--- src/rtl/rv32i_pkg.sv ---
// rtl/rv32i_pkg.sv - shared RV32I load/store encodings and MEM-stage state type
package rv32i_pkg;

    localparam logic [2:0] F3_B  = 3'b000;
    localparam logic [2:0] F3_H  = 3'b001;
    localparam logic [2:0] F3_W  = 3'b010;
    localparam logic [2:0] F3_BU = 3'b100;
    localparam logic [2:0] F3_HU = 3'b101;

    typedef enum logic {
        S_IDLE = 1'b0,
        S_REQ  = 1'b1
    } mem_state_e;

endpackage

--- src/rtl/load_align.sv ---
// rtl/load_align.sv - selects and extends the addressed byte/halfword of a load word
module load_align
    import rv32i_pkg::*;
(
    input  logic [31:0] rdata,
    input  logic [1:0]  addr_lo,
    input  logic [2:0]  funct3,
    output logic [31:0] result
);

    logic [7:0]  byte_v;
    logic [15:0] half_v;

    always_comb begin
        byte_v = rdata[7:0];
        case (addr_lo)
            2'd0: byte_v = rdata[7:0];
            2'd1: byte_v = rdata[15:8];
            2'd2: byte_v = rdata[23:16];
            2'd3: byte_v = rdata[31:24];
            default: byte_v = rdata[7:0];
        endcase
        half_v = addr_lo[1] ? rdata[31:16] : rdata[15:0];

        // Unused encodings fall through to a full-word load.
        case (funct3)
            F3_B:    result = {{24{byte_v[7]}}, byte_v};
            F3_BU:   result = {24'd0, byte_v};
            F3_H:    result = {{16{half_v[15]}}, half_v};
            F3_HU:   result = {16'd0, half_v};
            default: result = rdata;
        endcase
    end

endmodule

--- src/rtl/memory_access.sv ---
// rtl/memory_access.sv - RV32I MEM stage with variable-latency data-memory handshake
module memory_access
    import rv32i_pkg::*;
#(
    parameter int TIMEOUT_CYCLES = 16,
    parameter int CNT_W          = 5
) (
    input  logic        clk,
    input  logic        rst,
    input  logic [31:0] EX_MEM_ALU_OUT,
    input  logic [31:0] EX_MEM_writedata,
    input  logic [4:0]  EX_MEM_RD,
    input  logic [2:0]  EX_MEM_funct3,
    input  logic        EX_MEM_memwrite_en,
    input  logic        EX_MEM_regwrite_en,
    input  logic        EX_MEM_wb_sel,
    output logic        dmem_req,
    output logic        dmem_we,
    output logic [31:0] dmem_addr,
    output logic [31:0] dmem_wdata,
    output logic [3:0]  dmem_be,
    input  logic [31:0] dmem_rdata,
    input  logic        dmem_ready,
    output logic        mem_stall,
    output logic [31:0] MEM_WB_RESULT,
    output logic [4:0]  MEM_WB_RD,
    output logic        MEM_WB_regwrite_en,
    output logic        misaligned_err,
    output logic        bus_err
);

    mem_state_e state_q, state_d;
    logic [CNT_W-1:0] cnt_q, cnt_d;
    logic        req_q, req_d;
    logic        we_q, we_d;
    logic [31:0] wdata_q, wdata_d;
    logic [3:0]  be_q, be_d;
    logic [31:0] alu_q, alu_d;
    logic [4:0]  rd_lat_q, rd_lat_d;
    logic        rw_lat_q, rw_lat_d;
    logic        load_q, load_d;
    logic [2:0]  f3_q, f3_d;
    logic [31:0] result_q, result_d;
    logic [4:0]  wb_rd_q, wb_rd_d;
    logic        wb_rw_q, wb_rw_d;
    logic        mis_q, mis_d;
    logic        bus_q, bus_d;

    logic        access;
    logic        misaligned;
    logic        timeout_hit;
    logic        stall_c;
    logic [3:0]  st_be;
    logic [31:0] st_wdata;
    logic [31:0] load_result;

    load_align u_load_align (
        .rdata   (dmem_rdata),
        .addr_lo (alu_q[1:0]),
        .funct3  (f3_q),
        .result  (load_result)
    );

    always_comb begin
        access     = EX_MEM_wb_sel | EX_MEM_memwrite_en;
        misaligned = access &&
                     (((EX_MEM_funct3[1:0] == 2'b01) && EX_MEM_ALU_OUT[0]) ||
                      ((EX_MEM_funct3[1:0] == 2'b10) && (EX_MEM_ALU_OUT[1:0] != 2'b00)));
        timeout_hit = (TIMEOUT_CYCLES != 0) && (cnt_q == CNT_W'(TIMEOUT_CYCLES - 1));

        // Store lanes; loads read the whole word and extract afterwards.
        st_be    = 4'b1111;
        st_wdata = 32'd0;
        if (EX_MEM_memwrite_en) begin
            case (EX_MEM_funct3[1:0])
                2'b00: begin
                    st_be    = 4'b0001 << EX_MEM_ALU_OUT[1:0];
                    st_wdata = {4{EX_MEM_writedata[7:0]}};
                end
                2'b01: begin
                    st_be    = 4'b0011 << {EX_MEM_ALU_OUT[1], 1'b0};
                    st_wdata = {2{EX_MEM_writedata[15:0]}};
                end
                default: begin
                    st_be    = 4'b1111;
                    st_wdata = EX_MEM_writedata;
                end
            endcase
        end
    end

    always_comb begin
        state_d  = state_q;
        cnt_d    = cnt_q;
        req_d    = req_q;
        we_d     = we_q;
        wdata_d  = wdata_q;
        be_d     = be_q;
        alu_d    = alu_q;
        rd_lat_d = rd_lat_q;
        rw_lat_d = rw_lat_q;
        load_d   = load_q;
        f3_d     = f3_q;
        result_d = result_q;
        wb_rd_d  = wb_rd_q;
        wb_rw_d  = wb_rw_q;
        mis_d    = 1'b0;
        bus_d    = 1'b0;
        stall_c  = 1'b0;

        case (state_q)
            S_IDLE: begin
                if (!access) begin
                    result_d = EX_MEM_ALU_OUT;
                    wb_rd_d  = EX_MEM_RD;
                    wb_rw_d  = EX_MEM_regwrite_en;
                end else if (misaligned) begin
                    mis_d   = 1'b1;
                    wb_rw_d = 1'b0;
                end else begin
                    req_d    = 1'b1;
                    we_d     = EX_MEM_memwrite_en;
                    be_d     = st_be;
                    wdata_d  = st_wdata;
                    alu_d    = EX_MEM_ALU_OUT;
                    rd_lat_d = EX_MEM_RD;
                    rw_lat_d = EX_MEM_regwrite_en;
                    load_d   = ~EX_MEM_memwrite_en;
                    f3_d     = EX_MEM_funct3;
                    cnt_d    = '0;
                    state_d  = S_REQ;
                    stall_c  = 1'b1;
                    wb_rw_d  = 1'b0;
                end
            end
            S_REQ: begin
                // Completion takes priority over an expiring timeout.
                if (dmem_ready) begin
                    result_d = load_q ? load_result : alu_q;
                    wb_rd_d  = rd_lat_q;
                    wb_rw_d  = rw_lat_q;
                    req_d    = 1'b0;
                    state_d  = S_IDLE;
                end else if (timeout_hit) begin
                    wb_rw_d = 1'b0;
                    req_d   = 1'b0;
                    bus_d   = 1'b1;
                    state_d = S_IDLE;
                end else begin
                    wb_rw_d = 1'b0;
                    stall_c = 1'b1;
                    cnt_d   = cnt_q + 1'b1;
                end
            end
            default: state_d = S_IDLE;
        endcase
    end

    always_ff @(posedge clk or posedge rst) begin
        if (rst) begin
            state_q  <= S_IDLE;
            cnt_q    <= '0;
            req_q    <= 1'b0;
            we_q     <= 1'b0;
            wdata_q  <= 32'd0;
            be_q     <= 4'd0;
            alu_q    <= 32'd0;
            rd_lat_q <= 5'd0;
            rw_lat_q <= 1'b0;
            load_q   <= 1'b0;
            f3_q     <= 3'd0;
            result_q <= 32'd0;
            wb_rd_q  <= 5'd0;
            wb_rw_q  <= 1'b0;
            mis_q    <= 1'b0;
            bus_q    <= 1'b0;
        end else begin
            state_q  <= state_d;
            cnt_q    <= cnt_d;
            req_q    <= req_d;
            we_q     <= we_d;
            wdata_q  <= wdata_d;
            be_q     <= be_d;
            alu_q    <= alu_d;
            rd_lat_q <= rd_lat_d;
            rw_lat_q <= rw_lat_d;
            load_q   <= load_d;
            f3_q     <= f3_d;
            result_q <= result_d;
            wb_rd_q  <= wb_rd_d;
            wb_rw_q  <= wb_rw_d;
            mis_q    <= mis_d;
            bus_q    <= bus_d;
        end
    end

    assign dmem_req           = req_q;
    assign dmem_we            = we_q;
    assign dmem_addr          = {alu_q[31:2], 2'b00};
    assign dmem_wdata         = wdata_q;
    assign dmem_be            = be_q;
    assign mem_stall          = stall_c & ~rst;
    assign MEM_WB_RESULT      = result_q;
    assign MEM_WB_RD          = wb_rd_q;
    assign MEM_WB_regwrite_en = wb_rw_q;
    assign misaligned_err     = mis_q;
    assign bus_err            = bus_q;

endmodule

--- config.mk ---
export PLATFORM = sky130hd
export DESIGN_NAME = memory_access
export DESIGN_NICKNAME = d
export VERILOG_FILES = /design/src/rtl/rv32i_pkg.sv /design/src/rtl/load_align.sv /design/src/rtl/memory_access.sv
export SDC_FILE = /design/constraint.sdc
export NUM_CORES = 1
export LEC_CHECK = 0
export BUFFER_PORTS_ARGS = -buffer_cell sky130_fd_sc_hd__buf_4
export CORE_MARGIN = 10
export CORE_UTILIZATION = 45
export DETAILED_ROUTE_END_ITERATION = 8
export GPL_ROUTABILITY_DRIVEN = 0
export PLACE_DENSITY = 0.71
export SLEW_MARGIN = 20
export SYNTH_ARGS = -nofsm -noshare
export SYNTH_HDL_FRONTEND = slang
export SYNTH_HIERARCHICAL = 1
export SYNTH_SLANG_ARGS = --single-unit
--- constraint.sdc ---
create_clock -name clk -period 3.09 [get_ports clk]
set_input_delay 0 -clock clk [delete_from_list [all_inputs] [get_ports clk]]
set_output_delay 0 -clock clk [all_outputs]
set_load 0.02 [all_outputs]
==> results of run 1 <==
power groups by stage:
| stage | Clock (mW) | Combinational [mW] | Sequential (mW) |
|---|---|---|---|
| 2_1_floorplan | 0 | 2.19 | 3.07 |
| 3_3_place_gp | 0 | 3.75 | 2.71 |
| 3_5_place_dp | 0 | 3.83 | 2.73 |
| 4_1_cts | 2.36 | 3.91 | 2.72 |
| 5_1_grt | 2.44 | 4.13 | 2.80 |
| 6_report | 2.32 | 3.89 | 2.73 |
state kept, by name, summed over array words and instances (netlist names):
name                count
rd_lat_q                5
f3_q                    3
MEM_WB_RESULT          32
dmem_wdata             32
dmem_req                1
dmem_we                 1
bus_err                 1
load_q                  1
misaligned_err          1
cnt_q                   5
alu_q                  32
MEM_WB_regwrite_en      1
rw_lat_q                1
state_q                 1
MEM_WB_RD               5
dmem_be                 4
worst paths after layout:
kind | from | end | cells past startpoint
max | f3_q[0] | MEM_WB_RESULT[5] | 7
min | EX_MEM_writedata[28] | dmem_wdata[28] | 4
max reg2reg | f3_q[0] | MEM_WB_RESULT[5] | 7
min reg2reg | dmem_req | dmem_req | 1
max in group asynchronous | rst | MEM_WB_RESULT[15] | 4
min in group asynchronous | rst | dmem_wdata[27] | 4
critical path, cell delays in order (launching register included):
cell and delay, ns:
dfrtp_1 0.56, nor2b_1 0.56, nor2_1 0.25, a22oi_1 0.28, o21ai_1 0.10, mux2i_1 0.15
o2bb2ai_1 0.09, mux2_2 0.27
cells by family after synthesis:
family          Yosys count
mux                     171
flops                   126
compound gates          122
simple gates            108
buf+inv                 103
fa+ha+maj                 2
other cells               1
area by class of cell:
type                    instances  share of cell area
clock buffers                  19             0.04412
clock inverters                13             0.02279
inverters                      24            0.009142
multi-input cells             405              0.3482
flip-flops and latches        126              0.3073
well taps                     216             0.02633
repair buffers                302              0.2421
per-layer routing:
metal / vias to the layer above / part of all wire / GRT usage
met5: - / 0 / 0
met4: 0 / 0.023 / 0.07780
met3: 39 / 0.074 / 0.06838
met2: 225 / 0.49 / 0.3476
met1: 2925 / 0.41 / 0.2400
li1: 2708 / - / -
metrics by stage:
stage / util / cell area (sq um) / setup slack [ns] / hold slack [ns] / cells
global route: 0.6462 / 10260 / 0.5721 / 0.03263 / 1105
finish: 0.6462 / 10260 / 0.7072 / 0.01174 / 1105
floorplan: - / 7308 / 1.007 / 0.06982 / 634
global placement: 0.5576 / 8857 / 0.8907 / 0.1829 / 1001
CTS: 0.6462 / 10260 / 0.7015 / 0.01076 / 1105
detailed placement: 0.5576 / 8857 / 0.7663 / 0.1938 / 1001
placed cells by master, fill, tap and decap left out, drive strengths merged, types with 2 or more instances in the layout:
cell type	count
o211ai	9
a21o	17
bufinv	6
o21ai	25
clkinvlp	4
a221o	8
nor2	17
conb	2
and3	2
dfrtp	126
nand3	2
inv	24
nand2b	16
a22oi	7
or3b	9
o2bb2ai	28
mux2	113
ha	2
dlygate4sd3	72
a21oi	15
buf	230
nor2b	5
nand2	50
o22ai	3
clkbuf	19
clkinv	3
mux2i	57
cells in the mapped netlist (2+ instances only):
cell,instances,share of area
dfrtp_1,126,0.43
mux2_4,60,0.12
mux2i_1,57,0.078
mux2_2,53,0.082
nand2_1,50,0.026
buf_4,34,0.035
o2bb2ai_1,28,0.034
inv_1,23,0.012
clkbuf_1,19,0.0098
a21o_1,17,0.017
buf_2,17,0.012
nor2_1,17,0.0087
nand2b_1,16,0.014
o21ai_0,16,0.011
a21oi_1,15,0.010
o21ai_1,9,0.0062
a221o_1,8,0.011
buf_6,8,0.012
o211ai_1,8,0.0082
or3b_2,8,0.0096
a22oi_1,7,0.0072
nor2b_1,5,0.0043
and3_1,2,0.0017
ha_1,2,0.0034
nand3_1,2,0.0014
o22ai_1,2,0.0017
==> results.yml, run 1 <==
worst_setup_path:
  r2r_slack_ns: 0.71
  path_class: "reg2reg"
  crit_arrival_ns: 2.69
  worst-path-max-fanout: 16
  cp.required_ns: 3.39
  cp-end-kind: "flip-flop"
  startpoint_type: "flip-flop"
clocking:
  clock_latency_ns: 0.42
  clk_path_buf_depth: 2
  cts_resized: 0
  cts_hold_buf: 72
  htreeDepth: 4
  cts_tree: "done"
  cts_setup_buffers: 0
  cts.sinks: 126
  cts-root-buf: "clkbuf_16"
  clk_pin_slew_worst_paths_ns: 0.06
  cts-buffers-inserted: 17
synthesis:
  synth_adder_area_share: 0.003428
  synth_area_sq_um: 7301
  synth_ff_type: "dfrtp_1"
  yosys.area_share.simple: 0.07352
  synth-seq-cells: 126
  synth_seq_area_share: 0.4319
  synth_top_family_by_area: "multiplexers"
  synth_edf_count: 0
  yosysUniqueCellTypes: 50
  yosys-mux-area-fraction: 0.2864
  synth-compound-area-share: 0.1227
  syn_inst: 633
  yosysWarnings: 6
  synth-xor-area-share: 0
  synth-async-reset-ratio: 1.000
  synth_area_per_cell_sq_um: 11.53
routing:
  drtPass1Iterations: 5
  vias: 5897
  drc_errors: 0
  wirelength_mm: 23.22
  drt-wirelength-per-cell_microns: 21.01
  drt-initial-drc-count: 271
  antenna_left: 0
  via_per_inst: 5.337
global_routing:
  grt_pass1_vias: 6373
  antenna_found_initial: 0
  grt_max_degree: 95
  globalRouteOverflowTotal: 0
  grt_pass1_wl_mm: 35.74
  grt_usage: 0.2068
power_and_ir_drop:
  p_clk_frac: 0.260
  ir_drop_mv: 0.4691
  p_int_mw: 5.744
  seqPwrFrac: 0.305
  p_leak_nw: 4.950
  power_frac_comb: 0.435
  finalPower_mw: 8.942
  swShare: 0.3577
  power-per-cell-area_nw_per_um2: 871.1
  p_switching_mw: 3.198
floorplan:
  dieArea_sq_um: 21720
  die_h_microns: 147.4
  io_pins: 221
  core_area_sq_um: 15890
  rows: 46
  die_width_microns: 147.4
  start_util: 0.4596
layout:
  drive_gt1_frac: 0.4421
  multi_input_area_sq_um: 3575
  fin_nets: 988
  seqCellArea_sq_um: 3154
  syn_to_final_growth_pct: 40.60
  nFillCells: 1216
  antenna_cells: 0
placement:
  io_buffers: 218
  dp_hpwl_mm: 16.38
sta:
  rsz0062_at_grt: "no"
  setup_violations: 0
  fin_skew_ns: 0.004437
  drv_slew: 0
  fin_tns_setup_ns: 0
  worst_slew_pin_slew_ns: 0.5928
  period_needed_ns: 2.383
  finalHoldViolCount: 0
  relSlewSlack: 0.6040
  max_freq_mhz: 419.7
  fin_crit_sh: 0.7711
hold_path:
  hold_class: "in2reg"
run:
  maxCapViolCount: 0
outcome:
  outcome: "complete, no violations"
(Power assumes the default switching activity.)
==> run 2, diff against run 1 <==
- clock period: 3.09 -> 2.1 ns (I/O delays scaled with it)
==> run 2 against run 1 <==
  * The flow now finishes with violations (negative hold slack)
  * Power is 45% higher
  * Flip-flop and latch count did not move
  * Clock power is 30% higher
  * Cell area grew 0.94%
  * Via count rose by 1.2%
  * Critical path depth fell by 1
  * Final cell count rose by 1.0%
  * Maximum frequency increased by 15%
  * Core utilization increased by 0.61 points
==> results.yml, run 2 (synthesized netlist as in run 1, its figures left out) <==
outcome:
  outcome: "complete, but fails checks"
  failed_checks: "negative hold slack"
clocking:
  cts_tree: "done"
  clock_latency_ns: 0.42
  cts-buffers-inserted: 17
  cts.sinks: 126
  htreeDepth: 4
  clk_path_buf_depth: 2
  cts-root-buf: "clkbuf_16"
  clk_pin_slew_worst_paths_ns: 0.06
worst_setup_path:
  cp-end-kind: "flip-flop"
  r2r-start: "alu_q[1]"
  path_class: "reg2reg"
  cp.required_ns: 2.40
  path_delay_family: "multiplexers"
  cp-startpoint: "alu_q[1]"
  timing.critical_path.to: "MEM_WB_RESULT[13]"
  startpoint_type: "flip-flop"
  r2r_slack_ns: 0.02
  path_cells: "mux4_2 -> and3b_2 -> a221o_1 -> mux2i_1 -> a21oi_1 -> mux2_4"
  cp_num_buf_inv: 0
  worst-path-max-fanout: 8
  crit_cells: 6
  max_stage_delay_ns: 0.52
  slowest_stage: "mux4_2"
  rr_worst_depth: 6
  reg2reg_to: "MEM_WB_RESULT[13]"
  crit_arrival_ns: 2.37
layout:
  syn_to_final_growth_pct: 41.92
  final_common_cell: "buf_4"
  fin_nets: 998
  final_cells: 1116
  drive_gt1_frac: 0.4605
  most-common-layout-cells: "buf_4 (234), dfrtp_1 (125), dlygate4sd3_1 (69)"
  final_design_area_no_fill_sq_um: 10360
  nFillCells: 1254
global_routing:
  antenna_found_initial: 1
  grt_pass1_vias: 6429
  grt_usage: 0.2077
  grt_pass1_wl_mm: 35.82
  globalRouteOverflowTotal: 0
  grt_max_degree: 67
routing:
  drtPass1Iterations: 5
  drt-initial-drc-count: 262
  drc_errors: 0
  wirelength_mm: 23.37
  vias: 5968
  via_per_inst: 5.348
  antenna_left: 0
  drt-wirelength-per-cell_microns: 20.94
power_and_ir_drop:
  seqPwrFrac: 0.306
  finalPower_mw: 12.99
  p_switching_mw: 4.772
  p_clk_frac: 0.232
  p_leak_nw: 4.994
  swShare: 0.3673
  p_int_mw: 8.218
  power-per-cell-area_nw_per_um2: 1254
  ir_drop_mv: 0.7152
  power_frac_comb: 0.463
sta:
  max_freq_mhz: 481.0
  relSlewSlack: 0.6043
  fin_tns_setup_ns: 0
  fin_crit_sh: 0.9899
  period_needed_ns: 2.079
  rsz0062_at_grt: "yes"
  setup_violations: 0
  worst_slack_ns: 0.02119
  drv_slew: 0
  whs_ns: -0.003741
  finalHoldViolCount: 1
  fin_skew_ns: 0.008715
  worst_slew_pin_slew_ns: 0.5923
floorplan:
  dieArea_sq_um: 21720
  die_width_microns: 147.4
  die_h_microns: 147.4
  io_pins: 221
  rows: 46
  start_util: 0.4596
  core_area_sq_um: 15890
run:
  maxCapViolCount: 0
placement:
  io_buffers: 218
  place_ws_ns: 0.02956
  dp_hpwl_mm: 16.45
  dpl.cell_count: 1010
  placed_cell_area_sq_um: 8975
hold_path:
  hold_class: "in2reg"
-- run 2: how the worst min path moves through the flow --
stage	from	end	slack, ns	cells after the start
detailed placement	rst	rd_lat_q[4]	0.11	2
floorplan	dmem_ready	bus_err	0.07	1
finish	EX_MEM_writedata[26]	dmem_wdata[26]	-0.004	4
global placement	rst	MEM_WB_RD[4]	0.1	2
CTS	EX_MEM_writedata[26]	dmem_wdata[26]	0.004	4
global route	EX_MEM_writedata[28]	dmem_wdata[28]	0.04	4
-- run 2: per-layer routing --
layer / wire length (microns) / vias up / global-route usage
met2: 11560 / 252 / 0.3532
met5: 0 / - / 0
li1: - / 2726 / -
met1: 9562 / 2960 / 0.2425
met4: 417 / 0 / 0.06145
met3: 1833 / 30 / 0.07112
-- run 2: worst reg2reg max path, delay by kind of cell (launching register included) --
family | cells | cell delay, ns
AOI/OAI and AO/OA | 2 | 0.37
and+or+nand+nor | 1 | 0.29
DFF | 1 | 0.37
muxes | 3 | 0.93
-- run 2: what timing repair did --
| action | CTS | global route |
|---|---|---|
| buffers inserted | 3 | 1 |
| endpoints found under the setup margin | 1 | 16 |
| gates cloned | 0 | 1 |
| resized for setup | 3 | 9 |
| hold buffers | 69 | 0 |
| pin swaps | 1 | 18 |
| hold endpoints to repair | 118 | 0 |
-- run 2: per-stage QoR --
step	hold WS, ns	util
after floorplan	0.06982	-
after global placement	0.09741	0.5650
after detailed placement	0.1114	0.5650
after CTS	0.003890	0.6482
after global routing	0.04253	0.6523
final	-0.003741	0.6523
-- run 2: final cells by class --
class / count / area (sq um) / area share
Timing Repair Buffer: 312 / 2624 / 0.2532
Clock buffer: 18 / 439.2 / 0.04239
Sequential cell: 126 / 3154 / 0.3044
Inverter: 24 / 93.84 / 0.009057
Tap cell: 216 / 270.3 / 0.02608
Multi-Input combinational cell: 405 / 3608 / 0.3483
Antenna cell: 1 / 2.502 / 0.0002415
Clock inverter: 14 / 168.9 / 0.01630
-- run 2: power by group through the flow --
stage	Clock, mW	Combinational [mW]	Sequential [mW]
floorplan	0	3.22	4.51
global placement	0	5.69	3.94
detailed placement	0	5.81	3.98
CTS	3.06	5.96	3.95
global route	3.18	6.38	4.08
finish	3.01	6.01	3.97
